**src/rtl/io_bus_master.sv**
```systemverilog
// CPU-side initiator for the peripheral IO bus: one access at a time, slot decode, ready/timeout handling.
// Optional error capture register enabled with `define IO_BUS_ERR_LOG_EN.
module io_bus_master #(
    parameter logic [7:0] DEV_PRESENT    = 8'b0000_0011,
    parameter int         TIMEOUT_CYCLES = 15,
    parameter int         DATA_W         = 32
) (
    input  logic                clk,
    input  logic                rst_n,
    input  logic                cpu_req,
    input  logic                cpu_wr,
    input  logic [6:0]          cpu_addr,
    input  logic [DATA_W-1:0]   cpu_wr_data,
    output logic                cpu_ack,
    output logic                cpu_err,
    output logic [DATA_W-1:0]   cpu_rd_data,
    output logic [7:0]          dev_sel,
    output logic [3:0]          io_addr,
    output logic                io_rd,
    output logic                io_wr,
    output logic [DATA_W-1:0]   io_wr_data,
    input  logic [8*DATA_W-1:0] dev_rd_data,
`ifdef IO_BUS_ERR_LOG_EN
    output logic                err_valid,
    output logic [8:0]          err_info,
    input  logic                err_clr,
`endif
    input  logic [7:0]          dev_ready
);

    typedef enum logic [1:0] {ST_IDLE, ST_ACCESS, ST_DONE, ST_ERR} state_t;

    localparam logic [7:0] TO_LAST = 8'(TIMEOUT_CYCLES - 1);

    state_t     state;
    logic [7:0] cnt;
    logic [2:0] slot_q;

    // io_addr / io_rd / io_wr double as the latched request while in ACCESS
    always_ff @(posedge clk or negedge rst_n) begin
        if (!rst_n) begin
            state       <= ST_IDLE;
            cnt         <= '0;
            slot_q      <= '0;
            cpu_ack     <= 1'b0;
            cpu_err     <= 1'b0;
            cpu_rd_data <= '0;
            dev_sel     <= '0;
            io_addr     <= '0;
            io_rd       <= 1'b0;
            io_wr       <= 1'b0;
            io_wr_data  <= '0;
`ifdef IO_BUS_ERR_LOG_EN
            err_valid   <= 1'b0;
            err_info    <= '0;
`endif
        end else begin
            cpu_ack <= 1'b0;
            cpu_err <= 1'b0;
`ifdef IO_BUS_ERR_LOG_EN
            if (err_clr) err_valid <= 1'b0;
`endif
            case (state)
                ST_IDLE: begin
                    if (cpu_req) begin
                        slot_q <= cpu_addr[6:4];
                        if (DEV_PRESENT[cpu_addr[6:4]]) begin
                            state      <= ST_ACCESS;
                            cnt        <= '0;
                            dev_sel    <= 8'b1 << cpu_addr[6:4];
                            io_addr    <= cpu_addr[3:0];
                            io_wr_data <= cpu_wr_data;
                            io_rd      <= ~cpu_wr;
                            io_wr      <= cpu_wr;
                        end else begin
                            state       <= ST_ERR;
                            cpu_ack     <= 1'b1;
                            cpu_err     <= 1'b1;
                            cpu_rd_data <= '0;
`ifdef IO_BUS_ERR_LOG_EN
                            err_valid   <= 1'b1;
                            err_info    <= {1'b0, cpu_wr, cpu_addr};
`endif
                        end
                    end
                end
                ST_ACCESS: begin
                    cnt <= cnt + 8'd1;
                    // ready is checked first so it beats a coincident timeout
                    if (dev_ready[slot_q]) begin
                        if (io_rd) cpu_rd_data <= dev_rd_data[slot_q*DATA_W +: DATA_W];
                        state      <= ST_DONE;
                        cpu_ack    <= 1'b1;
                        dev_sel    <= '0;
                        io_addr    <= '0;
                        io_rd      <= 1'b0;
                        io_wr      <= 1'b0;
                        io_wr_data <= '0;
                    end else if (cnt == TO_LAST) begin
                        state       <= ST_ERR;
                        cpu_ack     <= 1'b1;
                        cpu_err     <= 1'b1;
                        cpu_rd_data <= '0;
                        dev_sel     <= '0;
                        io_addr     <= '0;
                        io_rd       <= 1'b0;
                        io_wr       <= 1'b0;
                        io_wr_data  <= '0;
`ifdef IO_BUS_ERR_LOG_EN
                        err_valid   <= 1'b1;
                        err_info    <= {1'b1, io_wr, slot_q, io_addr};
`endif
                    end
                end
                ST_DONE: state <= ST_IDLE;
                ST_ERR:  state <= ST_IDLE;
                default: state <= ST_IDLE;
            endcase
        end
    end

endmodule

```
**config.mk**
```make
export PLATFORM = sky130hd
export DESIGN_NAME = io_bus_master
export DESIGN_NICKNAME = d
export VERILOG_FILES = /design/src/rtl/io_bus_master.sv
export SDC_FILE = /design/constraint.sdc
export NUM_CORES = 1
export LEC_CHECK = 0
export ABC_AREA = 1
export BUFFER_PORTS_ARGS = -buffer_cell sky130_fd_sc_hd__buf_2
export CAP_MARGIN = 30
export CORE_AREA = 4 4 146 148
export DETAILED_ROUTE_END_ITERATION = 7
export DIE_AREA = 0 0 150 152
export PLACE_DENSITY = 0.64
export SLEW_MARGIN = 20
export SYNTH_ARGS = -nofsm -noshare
export SYNTH_HDL_FRONTEND = slang
export SYNTH_SLANG_ARGS = --single-unit
```
**constraint.sdc**
```tcl
create_clock -name clk -period 2.9 [get_ports clk]
set_input_delay 0.29 -clock clk [delete_from_list [all_inputs] [get_ports clk]]
set_output_delay 0.29 -clock clk [all_outputs]
set_load 0.02 [all_outputs]
```
### Word-level counts from Yosys, hierarchy flattened

Memories as Yosys holds them, arrays and structs flattened.
Cells that the tools add are included.

| storage, ports and cells | value |
|---|---|
| register bits | 93 |
| word-level logic and storage cells | 81 |
| memories | 1 |
| memory bits (read-only) | 8 |
| bits in writable memories | 0 |
| latch bits | 0 |

| operators by class | value |
|---|---|
| $mul | 0 |
| shift operators | 2 |
| bitwise gates (word level) | 1 |
| equality and inequality tests | 9 |
| magnitude comparators | 2 |
| muxes and demuxes | 46 |
| add/subtract/negate cells | 1 |
| div/mod/pow operators | 0 |
| reduce and logical (&&, ||, !) cells | 8 |

Memory list:

| memory | words | width | rd ports | clocked after memory_dff | wr ports | line | RTL |
|---|---|---|---|---|---|---|---|
| (no name shown) | 8 | 1 | 1 | 0 | 0 | 67 | `if (DEV_PRESENT[cpu_addr[6:4]]) begin` |

Operators by type and width:

| kind | count |
|---|---|
| 32-bit 2-to-1 mux | 8 |
| 256-bit by 9-bit variable part select with 32-bit output | 1 |
| 32-bit one-hot mux with 2 select lines | 2 |
| 8-bit 2-to-1 mux | 6 |
| 8-bit one-hot mux with 2 select lines | 2 |
| 4-bit 2-to-1 mux | 4 |
| 1-bit 2-to-1 mux | 13 |
| 8-bit by 1-bit adder with 8-bit output, second input constant | 1 |
| 8-bit by 4-bit == test with 1-bit output, second input constant | 1 |
| 3-bit by 4-bit less-than comparator with 1-bit output, second input constant | 2 |
| 2-bit 2-to-1 mux | 4 |
| 1-bit one-hot mux with 2 select lines | 4 |
| 4-bit one-hot mux with 2 select lines | 1 |
| 1-bit by 3-bit left shift with 8-bit output, first input constant | 1 |
| 2-bit inequality test, second input constant | 3 |
| 3-bit inequality test, second input constant | 2 |
| 2-bit one-hot mux with 3 select lines | 1 |
| 5-bit AND reduction | 1 |
| 2-bit == test, second input constant | 2 |
| 2-bit AND reduction | 2 |
| 4-bit AND reduction | 1 |
| 1-bit binary-select mux with 3-bit select | 1 |
| 3-bit AND reduction | 1 |
| 2-bit by 1-bit == test with 1-bit output, second input constant | 1 |
| other kinds (4) | 4 |

### Logic depth before layout (Yosys ltp)

Gate-level depths: netlist of run 1.

| depth | value |
|---|---|
| word-level depth | 5 |
| depth in mapped cells | 13 |
| gate-level depth less buffers | 11 |

### Worst setup path before layout of run 1

No wires, ideal clock.

| timing | value |
|---|---|
| kind | register to register |
| start | register slot_q[0] |
| end | register cpu_rd_data[0] |
| setup time | 0.117 ns |
| path slack | 1.385 ns |
| period minus slack after synthesis | 1.515 ns |
| stages on the path, launching flop included | 14 |
| buffers on the path | 3 |
| data arrival time | 1.398 ns |
| cell sequence | dfrtp_1 buf_6 buf_6 nand2_1 nand2_1 nand3_2 nand2_2 nand2_1 nand2_2 nand2_4 nand2_4 buf_6 nand2_1 nand2_1 |

| on the way | value |
|---|---|
| cells in the longest elaborated chain, start to end | 4 |

RTL lines:

| what | line | RTL |
|---|---|---|
| start, declared | 37 | `logic [2:0] slot_q;` |
| start signal, assigned | 66 | `slot_q <= cpu_addr[6:4];` |
| 256-bit by 9-bit variable part select with 32-bit output or 1-bit binary-select mux with 3-bit select (tied branches) | 91, 90 |  |
| 32-bit 2-to-1 mux or 1-bit 2-to-1 mux (tied branches) | 91, 90 |  |
| 32-bit 2-to-1 mux or 3-bit inequality test (tied branches) | - |  |
| 32-bit one-hot mux with 2 select lines or 5-bit AND reduction (tied branches) | - |  |
| end signal, assigned | 91 | `if (io_rd) cpu_rd_data <= dev_rd_data[slot_q*DATA_W +: DATA_W];` |
| end, declared | 16 | `output logic [DATA_W-1:0] cpu_rd_data,` |

Parallel ways exist; a longest one is shown, timed or not. The select of a mux whose other input is x is not followed.
A chain may end at the register's enable or synchronous reset.

### Worst setup path after layout of run 1

| timing | value |
|---|---|
| start | register slot_q[0] |
| end | register dev_sel[6] |

| on the way | value |
|---|---|
| cells in the longest elaborated chain, start to end | 4 |

RTL lines:

| what | line | RTL |
|---|---|---|
| 1-bit binary-select mux with 3-bit select (*) | 90 | `if (dev_ready[slot_q]) begin` |
| 1-bit 2-to-1 mux (not written as such) (*) | 90 |  |
| 3-bit inequality test (no source line) or 8-bit 2-to-1 mux (tied branches) | - |  |
| 4-bit AND reduction (no source line) or 8-bit one-hot mux with 2 select lines (tied branches) | - |  |
| end signal, assigned | 70 | `dev_sel <= 8'b1 << cpu_addr[6:4];` |
| end, declared | 17 | `output logic [7:0] dev_sel,` |

Mark *: on every way between the ends. The rest lies on a longest branch, timed or not. The select of a mux whose other input is x is not followed.

==> out/metrics.csv, run 1 <==
metric,value,unit
status,completed,
H-tree levels,3,
GRT Overall Usage,21.8,%
Synth Area in XOR/XNOR,0,%
Max Root-Sink Buffers,2,
multiplexer area fraction after synthesis,0,%
"commonest non-fill, non-tap cell in the layout",buf_2,
DRC,0,
Die Y,152,um
combinational family with the most area after synthesis,simple AND/OR/NAND/NOR gates,
initial antenna violation count,1,
IO Port Bufs,386,
P_sw,4.77,mW
Mapped Area,0.00629,sq mm
Flop pwr share,24.6,%
critical path class,reg2reg,
"Avg Cell Area, Syn",6.39,sq um
Pins Over Slew Limit,0,
Row Count,52,
sw frac,54.0,%
clk sink count,93,
Cell Pwr Density,1030,mW/mm^2
Post-Synthesis Net Count,1294,
Routed Antenna Nets,0,
simple-gate share of the synthesized area,33.4,%
Compound-Gate Fraction of Synth Area,20.8,%
TNS Setup,0,ns
Vias/cell,4.80,
P&R area growth vs syn,36.9,%
CP startpoint kind,register,
HP Class,in2reg,
DR vias,7673,
CP endpoint kind,register,
drt first pass iters,5,
sequential fraction of the synthesis area,37.0,%
Worst IR Drop VDD,791,uV
core footprint,0.0200,sq mm
initial DRC count,425,
CTS tree,built,
max_cap viols,0,
largest cells by area after synthesis,"dfrtp_1 (37%), nand2_1 (15%), o21ai_0 (13%), nor2_1 (13%), o21ai_1 (4.5%)",
routed length per instance,16.5,um
"Setup violations, final",0,
Crit path arrival time,2.73,ns
Worst Tran Pin Value,0.676,ns
post-CTS setup buffer count,0,
NumNets Final,1632,
Logic pwr share,62.8,%
CP most frequent cell,nand3_1,
Initial Util,31.4,%
Post-Synth Adder-Cell Area,0.398,%
Cells after Synth,985,
relative slew slack,54.9,%
Synth top area share,37.0,%
top cell type by total area after synthesis,dfrtp_1,
clock network power share,12.6,%
total clock buffers created by CTS,9,
CP max stage cell,dfrtp_4,
fmax,406,MHz
I/O pin cnt,387,
DP HPWL,20200,um
Hold Fails Final Rpt,0,
clock slew at reported path FFs,0.07,ns
CP max stage delay,0.56,ns
post-layout min period,2.47,ns
first-pass GRT wire length,39400,um
CP max FO,64,
distinct cell type count after synthesis,27,
full die area,0.0228,sq mm
"Clk Latency, worst-skew pair",0.35,ns
vias in the first global route,7323,
#FFs+latches synth,93,
Leakage Power,4.71,nW
"critical path, cell by cell",inv_4 > nand2_1 > nand3_1 > nand3_2 > nand2_2 > nand3_1 > nand2_4 > inv_1 > nor2_1,
layout cells sized above 1,32.5,%
total wire length,26400,um
gr ovfl total,0,
Worst Path Required,3.17,ns
Final Skew,0.0111,ns
Hold WS,0.141,ns
routability cong.,0.868,
most frequent cells in the layout,"buf_2 (385), nand2_1 (247), nor2_1 (214), o21ai_0 (164), dfrtp_1 (91)",
largest net degree at the start of global routing,123,
period utilisation layout,85.0,%
RSZ-0062 raised after global routing,false,
DIE WIDTH,150,um
P_int,4.07,mW
clock root cell,clkbuf_16,
Synth warnings,0,
## power by group through the flow
| stage | clock [mW] | sequential (mW) | combinational, mW |
|---|---|---|---|
| 6_report | 1.11 | 2.17 | 5.55 |
| 5_1_grt | 1.20 | 2.23 | 6.23 |
| 4_1_cts | 1.15 | 2.18 | 5.62 |
| 3_5_place_dp | 0 | 2.19 | 5.60 |
| 3_3_place_gp | 0 | 2.19 | 5.55 |
| 2_1_floorplan | 0 | 2.59 | 3.56 |
## state kept, by name (all words and copies together), names as in the netlist
register / count
io_wr: 1
io_addr: 4
io_rd: 1
cnt: 8
io_wr_data: 32
state: 2
cpu_ack: 1
cpu_rd_data: 32
dev_sel: 8
cpu_err: 1
slot_q: 3
## synth_stat cells, drive strengths merged
cell    instances
nand2         252
o21ai         221
nor2          219
dfrtp          93
buf            45
nand3          43
a21oi          37
inv            35
clkbuf         27
nor3            4
o22ai           3
ha              2
nor3b           2
nand4           1
or2             1
## area by class of cell
class                      count  area (sq um)
antenna                        1          2.50
sequential                    93          2330
inverter                      35           134
clock buffer                  10           229
fill                        2206         11400
tap                          270           338
multi-input combinational    785          3440
clock inverter                 6          47.5
timing repair buffer         399          2090
## per-layer routing
metal | vias up | part of all wire, % | track usage (%) | wire length, um
met5 | - | 0 | 0 | 0
met4 | 0 | 3.2 | 7.32 | 836
met3 | 44 | 7.8 | 5.72 | 2070
met2 | 262 | 51 | 38.9 | 13400
met1 | 3507 | 38 | 25.2 | 10100
li1 | 3860 | - | - | -
## path summary, 6_finish.rpt
kind | from | slack, ns | to | cells after the start
worst max-delay path | slot_q[0] | 0.43 | dev_sel[6] | 9
worst max register to register | slot_q[0] | 0.43 | dev_sel[6] | 9
min in group asynchronous | rst_n | 0.36 | cpu_rd_data[28] | 2
worst min register to register | cpu_rd_data[8] | 0.47 | cpu_rd_data[8] | 2
max in group asynchronous | rst_n | 1.70 | io_wr_data[13] | 4
worst min-delay path | cpu_wr_data[4] | 0.14 | io_wr_data[4] | 3
## critical path: cells and delay by family, from the launching register on
| family | cells | cell delay [ns] |
|---|---|---|
| DFF | 1 | 0.56 |
| buffers and inverters | 2 | 0.58 |
| and+or+nand+nor | 7 | 1.23 |
## kinds of logic after synthesis
logic type / after synthesis
simple gates: 522
compound gates: 261
fa+ha+maj: 2
buf+inv: 107
flops: 93
## through the flow
stage | total power, mW | instance area (sq um) | std cells | worst slack [ns] | util [%]
finish | 8.83 | 8610 | 1599 | 0.434 | 43.0
global route | 9.66 | 8610 | 1599 | 0.0790 | 43.0
CTS | 8.95 | 8570 | 1596 | 0.418 | 42.8
detailed placement | 7.80 | 8300 | 1580 | 0.443 | 41.4
global placement | 7.74 | 8300 | 1580 | 0.528 | 41.4
floorplan | 6.15 | 6290 | 985 | 1.38 | -
## timing repair
item,in CTS,in global routing
resized for setup,0,0
hold buffers,0,1
endpoints found under the hold margin,0,11
Power figures use the tool's default switching activity.
==> run 2, diff against run 1 <==
CORE_AREA = 4 4 150 152   (was 4 4 146 148)
DIE_AREA = 0 0 154 156   (was 0 0 150 152)
PLACE_DENSITY = 0.61   (was 0.64)
SLEW_MARGIN = 5   (was 20)
TNS_END_PERCENT = 30   (was not set)
==> out/metrics.csv, run 2 (same netlist as run 1, synthesis figures left out) <==
metric,value,unit,change
"Clk Latency, worst-skew pair",0.35,ns,about the same
Seq. cell area,0.00233,sq mm,unchanged
max_cap viols,0,,unchanged
Critical Path Stages,9,,unchanged
Vias/cell,4.77,,was 4.80
vias in the first global route,7083,,was 7323
Routed Antenna Nets,0,,unchanged
layout cells sized above 1,32.6,%,was 32.5%
IO Port Bufs,386,,unchanged
CTS Hold Bufs,0,,unchanged
CP endpoint kind,register,,unchanged
Row Count,53,,was 52
total wire length,26400,um,about the same
DP HPWL,20300,um,was 20200 um
Cell Pwr Density,1030,mW/mm^2,about the same
full die area,0.0240,sq mm,was 0.0228 sq mm
H-tree levels,3,,unchanged
DR vias,7649,,was 7673
largest net degree at the start of global routing,105,,was 123
"commonest non-fill, non-tap cell in the layout",buf_2,,unchanged
Max Root-Sink Buffers,2,,unchanged
critical path class,reg2reg,,unchanged
"CP delay by family, top",simple AND/OR/NAND/NOR gates,,unchanged
clock slew at reported path FFs,0.07,ns,about the same
CP max FO,64,,unchanged
GRT Overall Usage,20.8,%,was 21.8%
Worst Path Required,3.17,ns,about the same
Hold Fails Final Rpt,0,,unchanged
FILL cells,2357,,was 2206
P&R area growth vs syn,37.1,%,was 36.9%
Crit path arrival time,2.56,ns,was 2.73 ns
initial DRC count,700,,was 425
Die Y,156,um,was 152 um
first-pass GRT wire length,39700,um,was 39400 um
most frequent cells in the layout,"buf_2 (385), nand2_1 (247), nor2_1 (214), o21ai_0 (164), dfrtp_1 (91)",,unchanged
Top Registers,"cpu_rd_data: 32 flops, io_wr_data: 32 flops",,unchanged
period utilisation layout,79.0,%,was 85.0%
Leakage Power,4.71,nW,about the same
post-layout min period,2.29,ns,was 2.47 ns
drt first pass iters,7,,was 5
initial antenna violation count,1,,unchanged
# resized after CTS,0,,unchanged
Worst IR Drop VDD,715,uV,was 791 uV
CP max stage cell,dfrtp_4,,unchanged
status,completed,,unchanged
TNS Setup,0,ns,unchanged
post-CTS setup buffer count,0,,unchanged
core footprint,0.0210,sq mm,was 0.0200 sq mm
RSZ-0062 raised after global routing,false,,unchanged
routed length per instance,16.5,um,about the same
routability cong.,0.859,,was 0.868
Initial Util,29.9,%,was 31.4%
total clock buffers created by CTS,9,,unchanged
relative slew slack,42.7,%,was 54.9%
Pins Over Slew Limit,0,,unchanged
fmax,437,MHz,was 406 MHz
DIE WIDTH,154,um,was 150 um
Post-Layout Inst Area,0.00863,sq mm,was 0.00861 sq mm
Bufs and invs on worst path,2,,unchanged
Reg2Reg Depth,9,,unchanged
gr ovfl total,0,,unchanged
"critical path, cell by cell",inv_4 > nand2_1 > nand3_1 > nand3_2 > nand2_2 > nand3_1 > nand2_4 > inv_1 > nor2_1,,unchanged
CP most frequent cell,nand3_1,,unchanged
CP max stage delay,0.56,ns,about the same
clock root cell,clkbuf_16,,unchanged
Multi-input gate area,0.00344,sq mm,unchanged
"Cell Area, Placed",0.00832,sq mm,was 0.00830 sq mm
Inst Count DP,1586,,was 1580
clk sink count,93,,unchanged
NumNets Final,1631,,was 1632
DRC,0,,unchanged
CTS tree,built,,unchanged
CP startpoint kind,register,,unchanged
HP Class,in2async,,was in2reg
I/O pin cnt,387,,unchanged
Worst Tran Pin Value,0.860,ns,was 0.676 ns
"Setup violations, final",0,,unchanged
Finished Layout Cells,1603,,was 1599
Final Skew,0.0102,ns,was 0.0111 ns
## run 2: cell types whose count changed in the layout (fill, tap and decap cells not counted), sizes merged
cell	change
clkbuf	-1
inv	+3
dlygate4sd3	-1
clkinv	-2
## run 2: per-layer routing
metal	global-route usage, %	vias up	routed length [um]
met3	4.69	40	1810
met4	4.75	0	550
met5	0	-	0
met2	36.7	300	13400
met1	26.0	3450	10700
li1	-	3859	-
## run 2: final timing paths
kind | slack, ns | startpoint | to
max | 0.61 | slot_q[0] | dev_sel[2]
min | 0.04 | rst_n | dev_sel[5]
max reg2reg | 0.61 | slot_q[0] | dev_sel[2]
min reg2reg | 0.47 | io_wr_data[14] | io_wr_data[14]
max in group asynchronous | 2.15 | rst_n | slot_q[0]
min in group clk | 0.13 | cpu_wr_data[3] | io_wr_data[3]
## run 2: stage by stage
| stage | total power [mW] | setup slack [ns] | util, % | hold WS [ns] |
|---|---|---|---|---|
| final | 8.92 | 0.610 | 41.0 | 0.0438 |
| after detailed placement | 7.81 | 0.645 | 39.6 | 0.453 |
| after CTS | 9.04 | 0.581 | 41.0 | 0.0832 |
| after floorplan | 6.15 | 1.38 | - | -0.00559 |
| after global placement | 7.76 | 0.700 | 39.6 | 0.451 |
| after global routing | 9.77 | 0.315 | 41.0 | 0.107 |
## run 2: worst reg2reg max path: cells and delay by family (launching register included)
family	cells	cell delay [ns]
buffers and inverters	2	0.48
flip-flops	1	0.56
AND/OR/NAND/NOR	7	1.18
## run 2: final cells by class
class	instances	area share, %
Inverter	35	1.55
Antenna cell	1	0.0290
Timing Repair Buffer	398	24.0
Clock inverter	7	0.870
Sequential cell	93	27.0
Tap cell	275	3.99
Clock buffer	9	2.61
Multi-Input combinational cell	785	39.9
## run 2: power breakdown
part | internal, mW | total, mW | switching, mW
clock | 0.612 | 1.20 | 0.585
sequential | 1.81 | 2.18 | 0.371
combinational | 1.68 | 5.54 | 3.86
==> run 3, diff against run 2 <==
ABC_AREA = 0   (was 1)
CORE_AREA = 4 4 149 151   (was 4 4 150 152)
DIE_AREA = 0 0 153 155   (was 0 0 154 156)
clock period = 1.85 ns   (was 2.9 ns; I/O delays follow)
==> out/metrics.csv, run 3 <==
metric,value,unit,change
full die area,0.0237,sq mm,was 0.0240 sq mm
DRC,0,,unchanged
Synth warnings,0,,unchanged
Post-Synth Adder-Cell Area,0.430,%,was 0.398%
Final Skew,0.00795,ns,was 0.0102 ns
clk sink count,93,,unchanged
initial antenna violation count,5,,was 1
"Clk Latency, worst-skew pair",0.34,ns,was 0.35 ns
Leakage Power,4.43,nW,was 4.71 nW
Post-synth EDFFs,0,,unchanged
DP HPWL,18600,um,was 20300 um
routed length per instance,19.9,um,was 16.5 um
critical path class,reg2reg,,unchanged
Hold Fails Final Rpt,0,,unchanged
HP Class,in2reg,,was in2async
"Avg Cell Area, Syn",11.8,sq um,was 6.39 sq um
#FFs+latches synth,93,,unchanged
Worst Tran Pin Value,0.606,ns,was 0.860 ns
most frequent cell after synthesis,dfrtp_1,,was nand2_1
slack of the critical path,-0.201,ns,was 0.610 ns
CP endpoint kind,register,,unchanged
TNS Setup,-11.96,ns,was 0 ns
first-pass GRT wire length,34400,um,was 39700 um
Vias/cell,4.95,,was 4.77
Cells after Synth,492,,was 985
clock root cell,clkbuf_16,,unchanged
largest cells by area after synthesis,"dfrtp_1 (40%), mux4_2 (26%), mux2i_1 (6.2%), nand2_1 (5.6%), o32ai_1 (4.8%)",,"was dfrtp_1 (37%), nand2_1 (15%), o21ai_0 (13%), nor2_1 (13%), o21ai_1 (4.5%)"
Mapped Area,0.00582,sq mm,was 0.00629 sq mm
top cell type by total area after synthesis,dfrtp_1,,unchanged
FILL cells,2050,,was 2357
layout cells sized above 1,62.9,%,was 32.6%
Synth top area share,40.0,%,was 37.0%
Cell Pwr Density,1560,mW/mm^2,was 1030 mW/mm^2
distinct cell type count after synthesis,39,,was 27
DR vias,5807,,was 7649
Post-synth top cells,"dfrtp_1 (93), nand2_1 (87), mux4_2 (66), mux2i_1 (36), inv_1 (34)",,"was nand2_1 (247), nor2_1 (214), o21ai_0 (164), dfrtp_1 (93), o21ai_1 (57)"
combinational family with the most area after synthesis,multiplexers,,was simple AND/OR/NAND/NOR gates
total wire length,23300,um,was 26400 um
vias in the first global route,5990,,was 7083
core footprint,0.0208,sq mm,was 0.0210 sq mm
post-layout min period,2.05,ns,was 2.29 ns
"commonest non-fill, non-tap cell in the layout",buf_2,,unchanged
Die Y,155,um,was 156 um
gr ovfl total,0,,unchanged
clock slew at reported path FFs,0.07,ns,about the same
multiplexer area fraction after synthesis,33.2,%,was 0%
Initial Util,27.9,%,was 29.9%
H-tree levels,3,,unchanged
RSZ-0062 raised after global routing,true,,was false
Compound-Gate Fraction of Synth Area,10.5,%,was 20.8%
largest net degree at the start of global routing,65,,was 105
total clock buffers created by CTS,9,,unchanged
Post-Synthesis Net Count,801,,was 1294
Post-Route Utilization,42.7,%,was 41.0%
P&R area growth vs syn,53.0,%,was 37.1%
Crit path arrival time,2.27,ns,was 2.56 ns
fmax,487,MHz,was 437 MHz
top_reg_cell synth,dfrtp_1,,unchanged
Routed Antenna Nets,0,,unchanged
CP max FO,16,,was 64
most frequent cells in the layout,"buf_2 (385), dfrtp_1 (90), nand2_1 (87), mux4_2 (66), mux2i_1 (36)",,"was buf_2 (385), nand2_1 (247), nor2_1 (214), o21ai_0 (164), dfrtp_1 (91)"
relative slew slack,59.6,%,was 42.7%
initial DRC count,318,,was 700
CP startpoint kind,register,,unchanged
"Setup violations, final",78,,was 0
failing checks,setup timing,,
GRT Overall Usage,18.7,%,was 20.8%
Max Root-Sink Buffers,2,,unchanged
IO Port Bufs,386,,unchanged
I/O pin cnt,387,,unchanged
Top Registers,"cpu_rd_data: 32 flops, io_wr_data: 32 flops",,unchanged
Worst IR Drop VDD,722,uV,was 715 uV
Synth Area in XOR/XNOR,0.452,%,was 0%
status,"finished, violations left",,was completed
Worst Path Required,2.06,ns,was 3.17 ns
period utilisation layout,111,%,was 79.0%
DIE WIDTH,153,um,was 154 um
Row Count,53,,unchanged
drt first pass iters,4,,was 7
simple-gate share of the synthesized area,9.19,%,was 33.4%
routability cong.,0.874,,was 0.859
NumNets Final,1198,,was 1631
CTS tree,built,,unchanged
sequential fraction of the synthesis area,40.0,%,was 37.0%
max_cap viols,0,,unchanged
"FFs w/ async S/R, synth",100,%,unchanged
Pins Over Slew Limit,0,,unchanged
## run 3: cell count changes after synthesis, sizes merged, moves of 4 or more
cell / change
mux4: +66
mux2i: +36
o21ai: -178
buf: -20
o32ai: +32
nor3b: +6
nand3: -41
mux2: +7
clkbuf: -7
a21oi: -30
nand2: -165
nor2: -215
nor3: -4
## run 3: kinds of logic (layout without fill, tap and decap cells)
kind of cell,count (synthesis),after routing
AOI/OAI and AO/OA,92,92
and+or+nand+nor,114,114
muxes,109,109
adders and majority gates,2,2
DFF,93,93
xor gates and xnor gates,3,3
other,0,4
buffers and inverters,79,480
## run 3: metrics by stage
stage | cells | power [mW] | hold WS, ns | area (sq um) | setup slack (ns)
5_1_grt | 1170 | 14.7 | 0.0327 | 8890 | -0.259
6_report | 1172 | 13.9 | 0.0397 | 8900 | -0.201
4_1_cts | 1168 | 13.8 | 0.0285 | 8780 | -0.174
3_3_place_gp | 1146 | 11.2 | 0.0716 | 8260 | -0.166
2_1_floorplan | 492 | 8.67 | -0.111 | 5820 | -0.0689
3_5_place_dp | 1146 | 11.3 | 0.0754 | 8260 | -0.194
## run 3: power breakdown
part | internal [mW] | leakage, nW | switching (mW)
Clock | 1.19 | 0.154 | 0.835
Sequential | 2.93 | 1.25 | 0.548
Combinational | 3.99 | 3.03 | 4.36
Total | 8.11 | 4.43 | 5.74
## run 3: final cells by class
class,count,area [sq um],area share [%]
Antenna cell,4,10.0,0.112
Clock buffer,9,225,2.53
Sequential cell,93,2330,26.2
Multi-Input combinational cell,320,3310,37.2
Tap cell,275,344,3.87
Inverter,34,128,1.43
Timing Repair Buffer,431,2450,27.6
Clock inverter,6,96.3,1.08
## run 3: repair_timing
item | in CTS | in global routing
cloned | 3 | 0
endpoints found under the hold margin | 15 | 0
setup buffers | 3 | 0
pin swaps | 1 | 0
endpoints found under the setup margin | 78 | 80
gates resized for setup | 28 | 21
hold buffers | 1 | 0
## run 3: worst paths after layout
kind	startpoint	end	slack, ns	cells after the start
max in group asynchronous	rst_n	cpu_rd_data[15]	0.93	3
min	cpu_addr[2]	io_addr[2]	0.04	3
min reg2reg	io_wr_data[6]	io_wr_data[6]	0.52	2
max	slot_q[0]	cpu_rd_data[15]	-0.20	7
max reg2reg	slot_q[0]	cpu_rd_data[15]	-0.20	7
min in group asynchronous	rst_n	cpu_rd_data[9]	0.30	2
## run 3: routing by layer
metal	global-route usage, %	share of wire (%)	up-vias
met3	7.32	10	22
met2	32.2	51	317
li1	-	-	2666
met5	0	0	-
met4	4.62	1.5	0
met1	22.2	38	2802
## run 3: critical path: stages, from the launching register on
cell      delay [ns]
dfrtp_4         0.53
buf_6           0.15
mux2i_1         0.11
mux4_2          0.52
a211oi_4        0.18
buf_6           0.16
buf_12          0.16
o32ai_1         0.10
